### src/rtl/mvm_job_ctrl.sv
`default_nettype none
// ============================================================================
// Module   : mvm_job_ctrl
// Purpose  : Job sequencer between a host stream and one matrix-vector engine.
//            Each accepted command may load a new KxK matrix (row-major),
//            then buffers a K-element vector, streams it to the engine,
//            issues start and captures the K results into an output FIFO
//            that the host drains with valid/ready. Draining job n overlaps
//            with loading job n+1.
// Ports    : clk, reset            - clock, synchronous active-high reset
//            cmd_valid/ready/mat   - job request; cmd_mat=1 carries a matrix
//            in_valid/ready/data   - matrix or vector words (B bits, signed)
//            out_valid/ready/data  - result words (2B bits), out_last on y[K-1]
//            busy, err             - not-idle flag, sticky protocol error
//            mvm_load_matrix/vector, mvm_start, mvm_data_in - engine controls
//            mvm_done, mvm_data_out                        - engine responses
// Revision : 1.0 - initial release
// ============================================================================
module mvm_job_ctrl #(
  parameter int K        = 32,
  parameter int B        = 8,
  parameter int LOAD_LAT = 1,
  parameter int OUT_LAT  = 2
) (
  input  logic           clk,
  input  logic           reset,
  input  logic           cmd_valid,
  output logic           cmd_ready,
  input  logic           cmd_mat,
  input  logic           in_valid,
  output logic           in_ready,
  input  logic [B-1:0]   in_data,
  output logic           out_valid,
  input  logic           out_ready,
  output logic [2*B-1:0] out_data,
  output logic           out_last,
  output logic           busy,
  output logic           err,
  output logic           mvm_load_matrix,
  output logic           mvm_load_vector,
  output logic           mvm_start,
  output logic [B-1:0]   mvm_data_in,
  input  logic           mvm_done,
  input  logic [2*B-1:0] mvm_data_out
);

  localparam int CNT_W = $clog2(K*K + K + LOAD_LAT + OUT_LAT);
  localparam int PTR_W = (K > 1) ? $clog2(K) : 1;

  typedef enum logic [3:0] {
    IDLE     = 4'd0,
    M_PULSE  = 4'd1,
    M_WAIT   = 4'd2,
    M_STREAM = 4'd3,
    V_FILL   = 4'd4,
    V_PULSE  = 4'd5,
    V_WAIT   = 4'd6,
    V_STREAM = 4'd7,
    S_WAIT   = 4'd8,
    CALC     = 4'd9,
    CAPTURE  = 4'd10
  } state_t;

  state_t             state_q, state_d;
  logic [CNT_W-1:0]   cnt_q, cnt_d;
  logic               err_q, err_d;
  logic               load_m_q, load_m_d;
  logic               load_v_q, load_v_d;
  logic               start_q, start_d;
  logic [B-1:0]       data_in_q, data_in_d;
  logic [PTR_W-1:0]   wr_ptr_q, wr_ptr_d;
  logic [PTR_W-1:0]   rd_ptr_q, rd_ptr_d;
  logic [PTR_W:0]     count_q, count_d;
  logic               vbuf_we, obuf_we, obuf_rd;

  logic [B-1:0]       vbuf_q [K];
  logic [2*B-1:0]     obuf_q [K];

  assign obuf_rd = (count_q != '0) && out_ready;

  always_comb begin
    state_d   = state_q;
    cnt_d     = cnt_q;
    err_d     = err_q;
    load_m_d  = 1'b0;
    load_v_d  = 1'b0;
    start_d   = 1'b0;
    data_in_d = '0;
    vbuf_we   = 1'b0;
    obuf_we   = 1'b0;
    cmd_ready = 1'b0;
    in_ready  = 1'b0;

    // A completion pulse is only meaningful while waiting for one.
    if (mvm_done && (state_q != CALC)) err_d = 1'b1;

    case (state_q)
      IDLE: begin
        cmd_ready = 1'b1;
        cnt_d     = '0;
        if (cmd_valid) state_d = cmd_mat ? M_PULSE : V_FILL;
      end
      M_PULSE: begin
        load_m_d = 1'b1;
        cnt_d    = '0;
        state_d  = (LOAD_LAT > 1) ? M_WAIT : M_STREAM;
      end
      M_WAIT: begin
        if (cnt_q == CNT_W'(LOAD_LAT - 2)) begin
          cnt_d   = '0;
          state_d = M_STREAM;
        end else begin
          cnt_d = cnt_q + 1'b1;
        end
      end
      M_STREAM: begin
        // The engine counts beats on its own, so a missing word still
        // consumes a beat (driven as 0) to keep both sides aligned.
        in_ready = 1'b1;
        if (in_valid) data_in_d = in_data;
        else          err_d     = 1'b1;
        if (cnt_q == CNT_W'(K*K - 1)) begin
          cnt_d   = '0;
          state_d = V_FILL;
        end else begin
          cnt_d = cnt_q + 1'b1;
        end
      end
      V_FILL: begin
        in_ready = 1'b1;
        if (in_valid) begin
          vbuf_we = 1'b1;
          if (cnt_q == CNT_W'(K - 1)) begin
            cnt_d   = '0;
            state_d = V_PULSE;
          end else begin
            cnt_d = cnt_q + 1'b1;
          end
        end
      end
      V_PULSE: begin
        load_v_d = 1'b1;
        cnt_d    = '0;
        state_d  = (LOAD_LAT > 1) ? V_WAIT : V_STREAM;
      end
      V_WAIT: begin
        if (cnt_q == CNT_W'(LOAD_LAT - 2)) begin
          cnt_d   = '0;
          state_d = V_STREAM;
        end else begin
          cnt_d = cnt_q + 1'b1;
        end
      end
      V_STREAM: begin
        data_in_d = vbuf_q[cnt_q[PTR_W-1:0]];
        if (cnt_q == CNT_W'(K - 1)) begin
          cnt_d   = '0;
          state_d = S_WAIT;
        end else begin
          cnt_d = cnt_q + 1'b1;
        end
      end
      S_WAIT: begin
        // Starting only on an empty FIFO guarantees the K captures fit.
        if (count_q == '0) begin
          start_d = 1'b1;
          state_d = CALC;
        end
      end
      CALC: begin
        cnt_d = '0;
        if (mvm_done) state_d = CAPTURE;
      end
      CAPTURE: begin
        // cnt runs through OUT_LAT-1 wait cycles, then K write cycles.
        if (cnt_q >= CNT_W'(OUT_LAT - 1)) obuf_we = 1'b1;
        if (cnt_q == CNT_W'(OUT_LAT - 1 + K - 1)) begin
          cnt_d   = '0;
          state_d = IDLE;
        end else begin
          cnt_d = cnt_q + 1'b1;
        end
      end
      default: begin
        state_d = IDLE;
        cnt_d   = '0;
      end
    endcase
  end

  always_comb begin
    wr_ptr_d = wr_ptr_q;
    rd_ptr_d = rd_ptr_q;
    count_d  = count_q;
    if (obuf_we) wr_ptr_d = (wr_ptr_q == PTR_W'(K - 1)) ? '0 : wr_ptr_q + 1'b1;
    if (obuf_rd) rd_ptr_d = (rd_ptr_q == PTR_W'(K - 1)) ? '0 : rd_ptr_q + 1'b1;
    if (obuf_we && !obuf_rd)      count_d = count_q + 1'b1;
    else if (!obuf_we && obuf_rd) count_d = count_q - 1'b1;
  end

  always_ff @(posedge clk) begin
    if (reset) begin
      state_q   <= IDLE;
      cnt_q     <= '0;
      err_q     <= 1'b0;
      load_m_q  <= 1'b0;
      load_v_q  <= 1'b0;
      start_q   <= 1'b0;
      data_in_q <= '0;
      wr_ptr_q  <= '0;
      rd_ptr_q  <= '0;
      count_q   <= '0;
      for (int i = 0; i < K; i++) begin
        vbuf_q[i] <= '0;
        obuf_q[i] <= '0;
      end
    end else begin
      state_q   <= state_d;
      cnt_q     <= cnt_d;
      err_q     <= err_d;
      load_m_q  <= load_m_d;
      load_v_q  <= load_v_d;
      start_q   <= start_d;
      data_in_q <= data_in_d;
      wr_ptr_q  <= wr_ptr_d;
      rd_ptr_q  <= rd_ptr_d;
      count_q   <= count_d;
      if (vbuf_we) vbuf_q[cnt_q[PTR_W-1:0]] <= in_data;
      if (obuf_we) obuf_q[wr_ptr_q]         <= mvm_data_out;
    end
  end

  assign busy            = (state_q != IDLE);
  assign err             = err_q;
  assign mvm_load_matrix = load_m_q;
  assign mvm_load_vector = load_v_q;
  assign mvm_start       = start_q;
  assign mvm_data_in     = data_in_q;
  assign out_valid       = (count_q != '0);
  assign out_data        = obuf_q[rd_ptr_q];
  assign out_last        = (count_q != '0) && (rd_ptr_q == PTR_W'(K - 1));

endmodule
`default_nettype wire

### config.mk
export PLATFORM = sky130hd
export DESIGN_NAME = mvm_job_ctrl
export DESIGN_NICKNAME = d
export VERILOG_FILES = /design/src/rtl/mvm_job_ctrl.sv
export SDC_FILE = /design/constraint.sdc
export NUM_CORES = 1
export LEC_CHECK = 0
export BUFFER_PORTS_ARGS = -buffer_cell sky130_fd_sc_hd__buf_2
export CORE_UTILIZATION = 30
export DETAILED_ROUTE_END_ITERATION = 7
export GPL_TIMING_DRIVEN = 0
export PLACE_DENSITY_LB_ADDON = 0.08
export SLEW_MARGIN = 20
export SYNTH_ARGS = -nofsm -noshare
export SYNTH_HDL_FRONTEND = slang
export SYNTH_SLANG_ARGS = --single-unit
export TNS_END_PERCENT = 50
### constraint.sdc
create_clock -name clk -period 4 [get_ports clk]
set_input_delay 0.4 -clock clk [delete_from_list [all_inputs] [get_ports clk]]
set_output_delay 0.4 -clock clk [all_outputs]
set_load 0.01 [all_outputs]
# ---- Yosys cells after proc, flatten, opt, wreduce, memory -nomap -nowiden
# Memory sizes are Yosys's and may differ from the RTL's. A register that Yosys moved wholly into a read port is not among the register bits.
# Cells that the tools add are included.
dict set report word_totals {
  n_memories 2
  latchBits 0
  in_bits 31
  romBits 0
  ff_bits 43
  output_inout_bits 33
  ram_bits 768
}
dict set report op_classes {
  shifts 0
  div 0
  eq_ne 27
  add_sub_neg 5
  n_mul 0
  n_bitwise 1
  n_mux 54
  n_reduce_logical 19
  order_cmp 1
}
# name depth width read_ports rd_clocked_by_memory_dff write_ports line
set memory_table {}
lappend memory_table {obuf_q 32 16 1 1 32 77} ;# logic [2*B-1:0] obuf_q [K];
lappend memory_table {vbuf_q 32 8 1 1 32 76} ;# logic [B-1:0] vbuf_q [K];
# operator n
set op_table {}
lappend op_table {{one-hot mux 11 bit (6 select lines)} 1}
lappend op_table {{two-way mux 11 bit} 5}
lappend op_table {{one-hot mux 4 bit (11 select lines)} 1}
lappend op_table {{two-way mux 4 bit} 10}
lappend op_table {{two-way mux 5 bit} 8}
lappend op_table {{two-way mux 1 bit} 22}
lappend op_table {{inequality test 2 bit, second input constant} 10}
lappend op_table {{equality test 4 x 3 -> 1 bit, second input constant} 4}
lappend op_table {{two-way mux 16 bit} 1}
lappend op_table {{two-way mux 8 bit} 2}
lappend op_table {{one-hot mux 8 bit (2 select lines)} 1}
lappend op_table {{OR reduction 16 bit} 1}
lappend op_table {{equality test 4 bit, second input constant} 3}
lappend op_table {{two-way mux 6 bit} 2}
lappend op_table {{adder 11 x 1 -> 11 bit, second input constant} 1}
lappend op_table {{equality test 11 x 10 -> 1 bit, second input constant} 1}
lappend op_table {{equality test 11 bit, second input constant} 1}
lappend op_table {{equality test 11 x 5 -> 1 bit, second input constant} 1}
lappend op_table {{equality test 11 x 6 -> 1 bit, second input constant} 1}
lappend op_table {{greater-or-equal comparator 11 x 1 -> 1 bit, second input constant} 1}
lappend op_table {{adder 5 x 1 -> 5 bit, second input constant} 2}
lappend op_table {{equality test 5 bit, second input constant} 2}
lappend op_table {{AND reduction 10 bit} 1}
lappend op_table {{equality test 4 x 2 -> 1 bit, second input constant} 2}
lappend op_table {{16 further kinds} 23}

# ---- Longest topological paths before layout
# Gate-level depths: netlist (run 1).
dict set report logic_depth {
  ltp_word 8
  mapped_depth 14
  depth_no_buf 13
}

# ---- Least setup slack after synthesis (run 1)
# OpenSTA, ideal clock, no wires.
dict set report synth_path {
  path_type {reg-to-reg}
  from {register cnt_q[2]}
  to {register count_q[4]}
  setup_time_ns 0.070
  slack_ns 0.811
  required_time_ns 3.930
  stages_incl_launch_ff 15
  t_arrival_ns 3.118
  path_cell_list {dfxtp_1 or3_1 clkbuf_1 nor4_1 a21o_1 buf_2 inv_1 ha_1 inv_1 ha_1 nor2b_1 o21a_1 o21ai_0 or3b_2 a21oi_1}
}
dict set report synth_between {
  elab_chain_cells 6
}
# element line
set synth_rtl {}
lappend synth_rtl {{start: declaration} 65} ;# logic [CNT_W-1:0] cnt_q, cnt_d;
lappend synth_rtl {{start signal: assignment} 219} ;# cnt_q <= cnt_d;
lappend synth_rtl {{greater-or-equal comparator 11 x 1 -> 1 bit *} 176} ;# if (cnt_q >= CNT_W'(OUT_LAT - 1)) obuf_we = 1'b1;
lappend synth_rtl {{two-way mux 1 bit *} 176}
lappend synth_rtl {{two-way mux 1 bit *} 97} ;# case (state_q)
lappend synth_rtl {{via obuf_we} 74} ;# logic vbuf_we, obuf_we, obuf_rd;
lappend synth_rtl {{zero test 1 bit} 198} ;# else if (!obuf_we && obuf_rd) count_d = count_q - 1'b1;
lappend synth_rtl {{logical AND 1 bit} 198}
lappend synth_rtl {{nonzero test 2 bit (no line)} n/a}
lappend synth_rtl {{end signal: assignment} 227} ;# count_q <= count_d;
lappend synth_rtl {{end: declaration} 73} ;# logic [PTR_W:0] count_q, count_d;
# Mark *: on every way through the listed nets, which the timed path passes. The rest lies on a longest branch.
# A chain may end at the register's enable or synchronous reset.

==> reports/qor.yml, run 1 <==
status:
  status: "complete, no violations"
clock_tree:
  cts_root_buffer: "clkbuf_16"
  postCtsSetupBuffers: 0
  htreeDepth: 3
  clock_latency_ps: 680
  clk_pin_slew_ps: 60
  cts_buffers: 96
  cts_tree: "done"
  clock-sinks: 821
  cts_hold_buf: 0
  clock_path_buffers: 3
synthesis:
  synthMuxAreaShare: 0.144
  synthCells: 2601
  synthDistinctLibCells: 62
  synth_flop_cell: "edfxtp_1"
  ys_seq_elements: 821
  synth_edf_count: 768
  yosys_warnings: 0
  ys_seq_area_frac: 0.650
  synth_nets: 2649
  synth-xor-area-share: 0.00212
  syn_avg_cell_area_um2: 14.3
  ys_async_sr_fraction: 0
  synth_top_family_by_area: "multiplexers"
  synthSimpleGateAreaFrac: 0.142
  synth_fa_ha_area_frac: 0.00593
  synth_compound_area_frac: 0.0273
  synth_area_um2: 37100
worst_setup_path:
  crit_buf_inv: 3
  critPathKind: "register to primary output"
  critPathTopFamily: "multiplexers"
  crit_chain: "buf_2 -> buf_4 -> mux4_2 -> mux4_2 -> mux2_2 -> buf_2"
  startpoint_type: "register"
  endpoint_kind: "primary output"
  slowest_stage: "mux4_2"
  critPathMaxFanout: 10
  max_stage_delay_ps: 620
  critPathArrivalTime_ps: 3460
  cp.required_ps: 3600
floorplan:
  core_um2: 122000
  die_h_um: 354
  rows: 128
  die-area_um2: 125000
  ios: 64
  floorplan.initialDensity: 0.304
  die-width_um: 354
place:
  dp_hpwl_um: 85300
  numPortBuffers: 47
  place_inst: 4274
  gp_congestion: 0.815
grt:
  track_usage: 0.200
  grt_max_degree: 17
  grt_pass1_wl_um: 176000
  grt_pass1_vias: 23000
  top_usage_layer: "met2"
  grt.met2_usage: 0.306
  use_met1: 0.285
  grt_use_met3: 0.0425
  grt_overflow_total: 0
  antenna_found_initial: 8
timing:
  rsz0062_at_grt: "false"
  hold_viol: 0
  period_minus_slack_ps: 3860
  setup_violations: 0
  worst_slew_pin_slew_ps: 1140
  skew_ps: 39.1
  fin_crit_sh: 0.964
  finalMaxSlewViolations: 0
  max_freq_ghz: 0.259
  setup_tns_ps: 0
  relSlewSlack: 0.243
worst_hold_path:
  hp-class: "input pin to register"
final_layout:
  area_delta_synth_final_pct: 15.0
  drive_above_1_share: 0.208
  stdcell_count: 4454
  final_nets: 2795
drt:
  wl_per_cell_um: 28.2
  drt_iter0_drc: 2399
  viasPerCell: 5.12
  route.detailed.drc: 0
  routed_wl_um: 126000
  postRouteAntennaNets: 0
  dr.pass1.iters: 6
  vias: 22800
flow_run:
  drv_cap: 0
power_and_ir_drop:
  p_leak_nw: 14.2
  peakVddDrop_uv: 308
  power_density_nw_per_um2: 545
-- cells in the mapped netlist (all sizes together) (2+ instances only) --
cell / instances / area share
and3b: 2 / 0.00047
or3: 3 / 0.00051
or2: 36 / 0.0061
nor3: 13 / 0.0018
xnor2: 3 / 0.00071
nand2b: 6 / 0.0010
a31oi: 7 / 0.0012
and3: 5 / 0.00084
o31ai: 2 / 0.00040
a22o: 7 / 0.0017
a311oi: 2 / 0.00064
nand2: 165 / 0.017
nor4b: 2 / 0.00047
inv: 15 / 0.0015
or3b: 3 / 0.00071
and2: 264 / 0.044
a211oi: 12 / 0.0026
ha: 16 / 0.0054
clkbuf: 100 / 0.010
nand4: 5 / 0.00084
o21ai: 20 / 0.0027
mux2: 17 / 0.0052
xor2: 6 / 0.0014
buf: 106 / 0.017
nand3: 18 / 0.0024
nor3b: 7 / 0.0014
nor4: 10 / 0.0023
dfxtp: 53 / 0.029
edfxtp: 768 / 0.62
o211ai: 3 / 0.00061
mux2i: 11 / 0.0030
a22oi: 10 / 0.0020
nor2: 572 / 0.058
a21o: 34 / 0.0069
or4b: 2 / 0.00054
o21a: 2 / 0.00040
a21oi: 25 / 0.0034
nand3b: 4 / 0.00081
o22ai: 13 / 0.0022
mux4: 224 / 0.14
a221oi: 4 / 0.00094
or4: 4 / 0.00091
nor2b: 12 / 0.0020
-- layer usage --
layer / share of wire / wire, um / vias to the layer above
met5: 0.00018 / 22 / -
met1: 0.44 / 55500 / 11900
met4: 0.029 / 3700 / 4
li1: - / - / 9876
met3: 0.073 / 9220 / 171
met2: 0.45 / 57100 / 873
-- state kept, by name (all words and copies together), names as in the netlist, 4 cells and up, named ones only --
register and count:
obuf_q 512, vbuf_q 256, cnt_q 11, mvm_data_in 8
count_q 6, rd_ptr_q 5, wr_ptr_q 5, state_q 4
-- cells by family after synthesis --
kind of cell | Yosys count
adders and majority gates | 17
muxes | 252
and+or+nand+nor | 1133
DFF | 821
xor gates and xnor gates | 9
AOI/OAI and AO/OA | 148
buffers and inverters | 221
-- worst reg2reg max path, delay by kind of cell, from the launching register on --
kind / cells / cell delay, ps
mux: 1 / 380
flops: 1 / 340
fa+ha+maj: 2 / 570
compound gates: 5 / 840
buf+inv: 4 / 730
simple gates: 2 / 680
-- cells in the final DEF, fill, tap and decap left out, types with 15 or more instances in the layout --
| cell type | synthesis | final |
|---|---|---|
| a21o_1 | 34 | 34 |
| a21oi_1 | 25 | 25 |
| and2_1 | 264 | 264 |
| buf_2 | 31 | 88 |
| buf_4 | 51 | 55 |
| clkbuf_1 | 99 | 114 |
| clkbuf_16 | 0 | 98 |
| dfxtp_1 | 53 | 53 |
| edfxtp_1 | 768 | 768 |
| ha_1 | 16 | 16 |
| inv_1 | 15 | 15 |
| mux2_2 | 17 | 17 |
| mux4_2 | 224 | 224 |
| nand2_1 | 165 | 165 |
| nand3_1 | 18 | 18 |
| nor2_1 | 572 | 572 |
| o21ai_0 | 18 | 18 |
| or2_2 | 36 | 36 |
-- metrics by stage --
step | area [um^2] | hold WS [ps] | total power, mW | utilization | worst slack, ps
4_1_cts | 42700 | 8.49 | 23.6 | 0.349 | 5.89
3_5_place_dp | 39400 | 476 | 14.6 | 0.323 | 78.3
5_1_grt | 42700 | 39.0 | 24.1 | 0.349 | 3.38
3_3_place_gp | 39400 | 480 | 14.5 | 0.322 | 174
6_report | 42700 | 55.8 | 23.3 | 0.349 | 144
2_1_floorplan | 37100 | 453 | 12.8 | - | 811
-- report_power, final --
part,switching (mW),internal [mW],total (mW)
sequential,0.132,9.72,9.85
clock,3.67,5.29,8.96
combinational,2.67,1.81,4.47
total,6.47,16.8,23.3
-- timing repair --
action / 4_1_cts / 5_1_grt
setup endpoints to repair: 16 / 7
gates resized for setup: 21 / 7
cloned: 0 / 0
-- final timing paths --
check / start / to / cells after the start / slack [ps]
worst max-delay path: register / out_data[3] / 6 / 140
worst min-delay path: in_data[0] / mvm_data_in[0] / 2 / 60
worst max register to register: cnt_q[2] / count_q[5] / 14 / 340
worst min register to register: count_q[4] / count_q[4] / 2 / 480
-- final cells by class --
| cell class | count | area (um^2) |
|---|---|---|
| flip-flops and latches | 821 | 24100 |
| multi-input cells | 1559 | 11900 |
| plain buffers | 206 | 1090 |
| diodes | 3 | 7.51 |
| repair buffers | 48 | 255 |
| well taps | 1625 | 2030 |
| inverters | 15 | 56.3 |
| fillers | 11800 | 79500 |
| clock inverters | 45 | 541 |
| clock buffers | 132 | 2650 |
Power figures use the tool's default switching activity.
==> inputs of run 2 (changes only) <==
==> constraint.sdc (replaced) <==
create_clock -name clk -period 4.2 [get_ports clk]
set_input_delay 0.42 -clock clk [delete_from_list [all_inputs] [get_ports clk]]
set_output_delay 0.42 -clock clk [all_outputs]
set_load 0.01 [all_outputs]
==> reports/qor.yml, run 2 (synthesized netlist as in run 1, its figures left out) <==
worst_setup_path:
  r2r-start: "cnt_q[2]"
  critPathArrivalTime_ps: 3640
  slowest_stage: "clkbuf_1"
  cp.required_ps: 3780
  crit_buf_inv: 3
  crit_chain: "clkbuf_2 -> clkbuf_1 -> mux4_2 -> mux4_2 -> mux2_2 -> buf_2"
  critPathKind: "register to primary output"
  r2r_cells: 14
  critPathMaxFanout: 10
  worstReg2RegEnd: "count_q[5]"
  max_stage_delay_ps: 690
  path_common_cell: "mux4_2"
  r2r_slack_ps: 410
  startpoint_type: "register"
  endpoint_kind: "primary output"
  cp.depth: 6
  critPathTopFamily: "multiplexers"
final_layout:
  drive_above_1_share: 0.206
  top_regs: "obuf_q (512), vbuf_q (256), cnt_q (11)"
  layout_common_cells: "edfxtp_1, nor2_1, and2_1"
  area_delta_synth_final_pct: 14.9
  final_cell_area_um2: 42700
  largest_register_ff_count: 512
  regMostFlops: "obuf_q"
  final_common_cell: "edfxtp_1"
  final_nets: 2795
floorplan:
  rows: 128
  core_um2: 122000
  ios: 64
  die-width_um: 354
  die-area_um2: 125000
  floorplan.initialDensity: 0.304
  die_h_um: 354
worst_hold_path:
  min-delay-start: "in_data[0]"
  hold_path_end: "mvm_data_in[0]"
  hold_depth: 2
  hp-class: "input pin to register"
power_and_ir_drop:
  p_leak_nw: 14.1
  total_power_mw: 22.2
  peakVddDrop_uv: 292
  power_density_nw_per_um2: 519
timing:
  max_freq_ghz: 0.246
  relSlewSlack: 0.247
  hold_viol: 0
  setup_violations: 0
  worst_slack_ps: 136
  setup_tns_ps: 0
  worst_slew_pin_slew_ps: 1130
  hold_ws_ps: 78.7
  skew_ps: 40.8
  finalMaxSlewViolations: 0
  period_minus_slack_ps: 4060
  rsz0062_at_grt: "false"
  fin_crit_sh: 0.968
drt:
  viasPerCell: 5.12
  vias: 22800
  wl_per_cell_um: 28.2
  dr.pass1.iters: 6
  routed_wl_um: 126000
  route.detailed.drc: 0
  drt_iter0_drc: 2381
  postRouteAntennaNets: 0
grt:
  grt_pass1_vias: 23000
  antenna_found_initial: 8
  track_usage: 0.200
  grt_overflow_total: 0
  grt_max_degree: 17
  grt_pass1_wl_um: 176000
place:
  dp_hpwl_um: 85300
  gp_congestion: 0.815
  dp_worst_setup_slack_ps: 258
  numPortBuffers: 47
  placed_area_um2: 39400
clock_tree:
  postCtsSetupBuffers: 0
  cts_resized: 8
  cts_hold_buf: 0
  clock-sinks: 821
  clk_pin_slew_ps: 60
  htreeDepth: 3
  clock_latency_ps: 680
  clock_path_buffers: 3
  cts_tree: "done"
  cts_root_buffer: "clkbuf_16"
  cts_buffers: 96
status:
  status: "complete, no violations"
flow_run:
  drv_cap: 0
[run 2: worst max path at each step]
stage,slack (ps),startpoint,end
5_1_grt,40,register,out_data[4]
4_1_cts,40,register,out_data[2]
3_5_place_dp,260,register,out_data[2]
3_3_place_gp,350,register,out_data[2]
6_report,140,register,out_data[3]
2_1_floorplan,1010,cnt_q[2],count_q[4]
[run 2: metrics by stage]
| stage | util | std cells |
|---|---|---|
| floorplan | - | 2601 |
| global placement | 0.322 | 4273 |
| detailed placement | 0.323 | 4274 |
| CTS | 0.349 | 4451 |
| global route | 0.349 | 4451 |
| finish | 0.349 | 4454 |
[run 2: layer usage]
| layer | vias up | wire length (um) | GRT usage |
|---|---|---|---|
| met2 | 913 | 57100 | 0.306 |
| li1 | 9854 | - | - |
| met3 | 170 | 9460 | 0.0425 |
| met1 | 11900 | 55300 | 0.285 |
| met4 | 4 | 3700 | 0.0605 |
| met5 | - | 22 | 0 |
[run 2: worst register-to-register path, stage by stage (launching register included)]
cell      delay [ps]
dfxtp_1          340
or3_1            380
clkbuf_1         210
nor4_1           420
a21o_1           190
buf_2            250
inv_1             80
ha_1             310
inv_1            180
ha_1             260
a21o_1           170
a21oi_1          270
o21ai_0          110
o311ai_0         120
mux2_2           380
[run 2: final cells by class]
| class | instances | area, um^2 |
|---|---|---|
| multi-input combinational | 1559 | 11900 |
| clock inverter | 45 | 541 |
| timing repair buffer | 48 | 255 |
| sequential | 821 | 24100 |
| tap | 1625 | 2030 |
| clock buffer | 132 | 2650 |
| buffer | 206 | 1060 |
| fill | 11800 | 79500 |
| antenna | 3 | 7.51 |
| inverter | 15 | 56.3 |
[run 2: report_power, final]
| group | internal (mW) | total (mW) | switching [mW] |
|---|---|---|---|
| Sequential | 9.26 | 9.38 | 0.126 |
| Clock | 5.04 | 8.54 | 3.50 |
| Combinational | 1.70 | 4.24 | 2.53 |
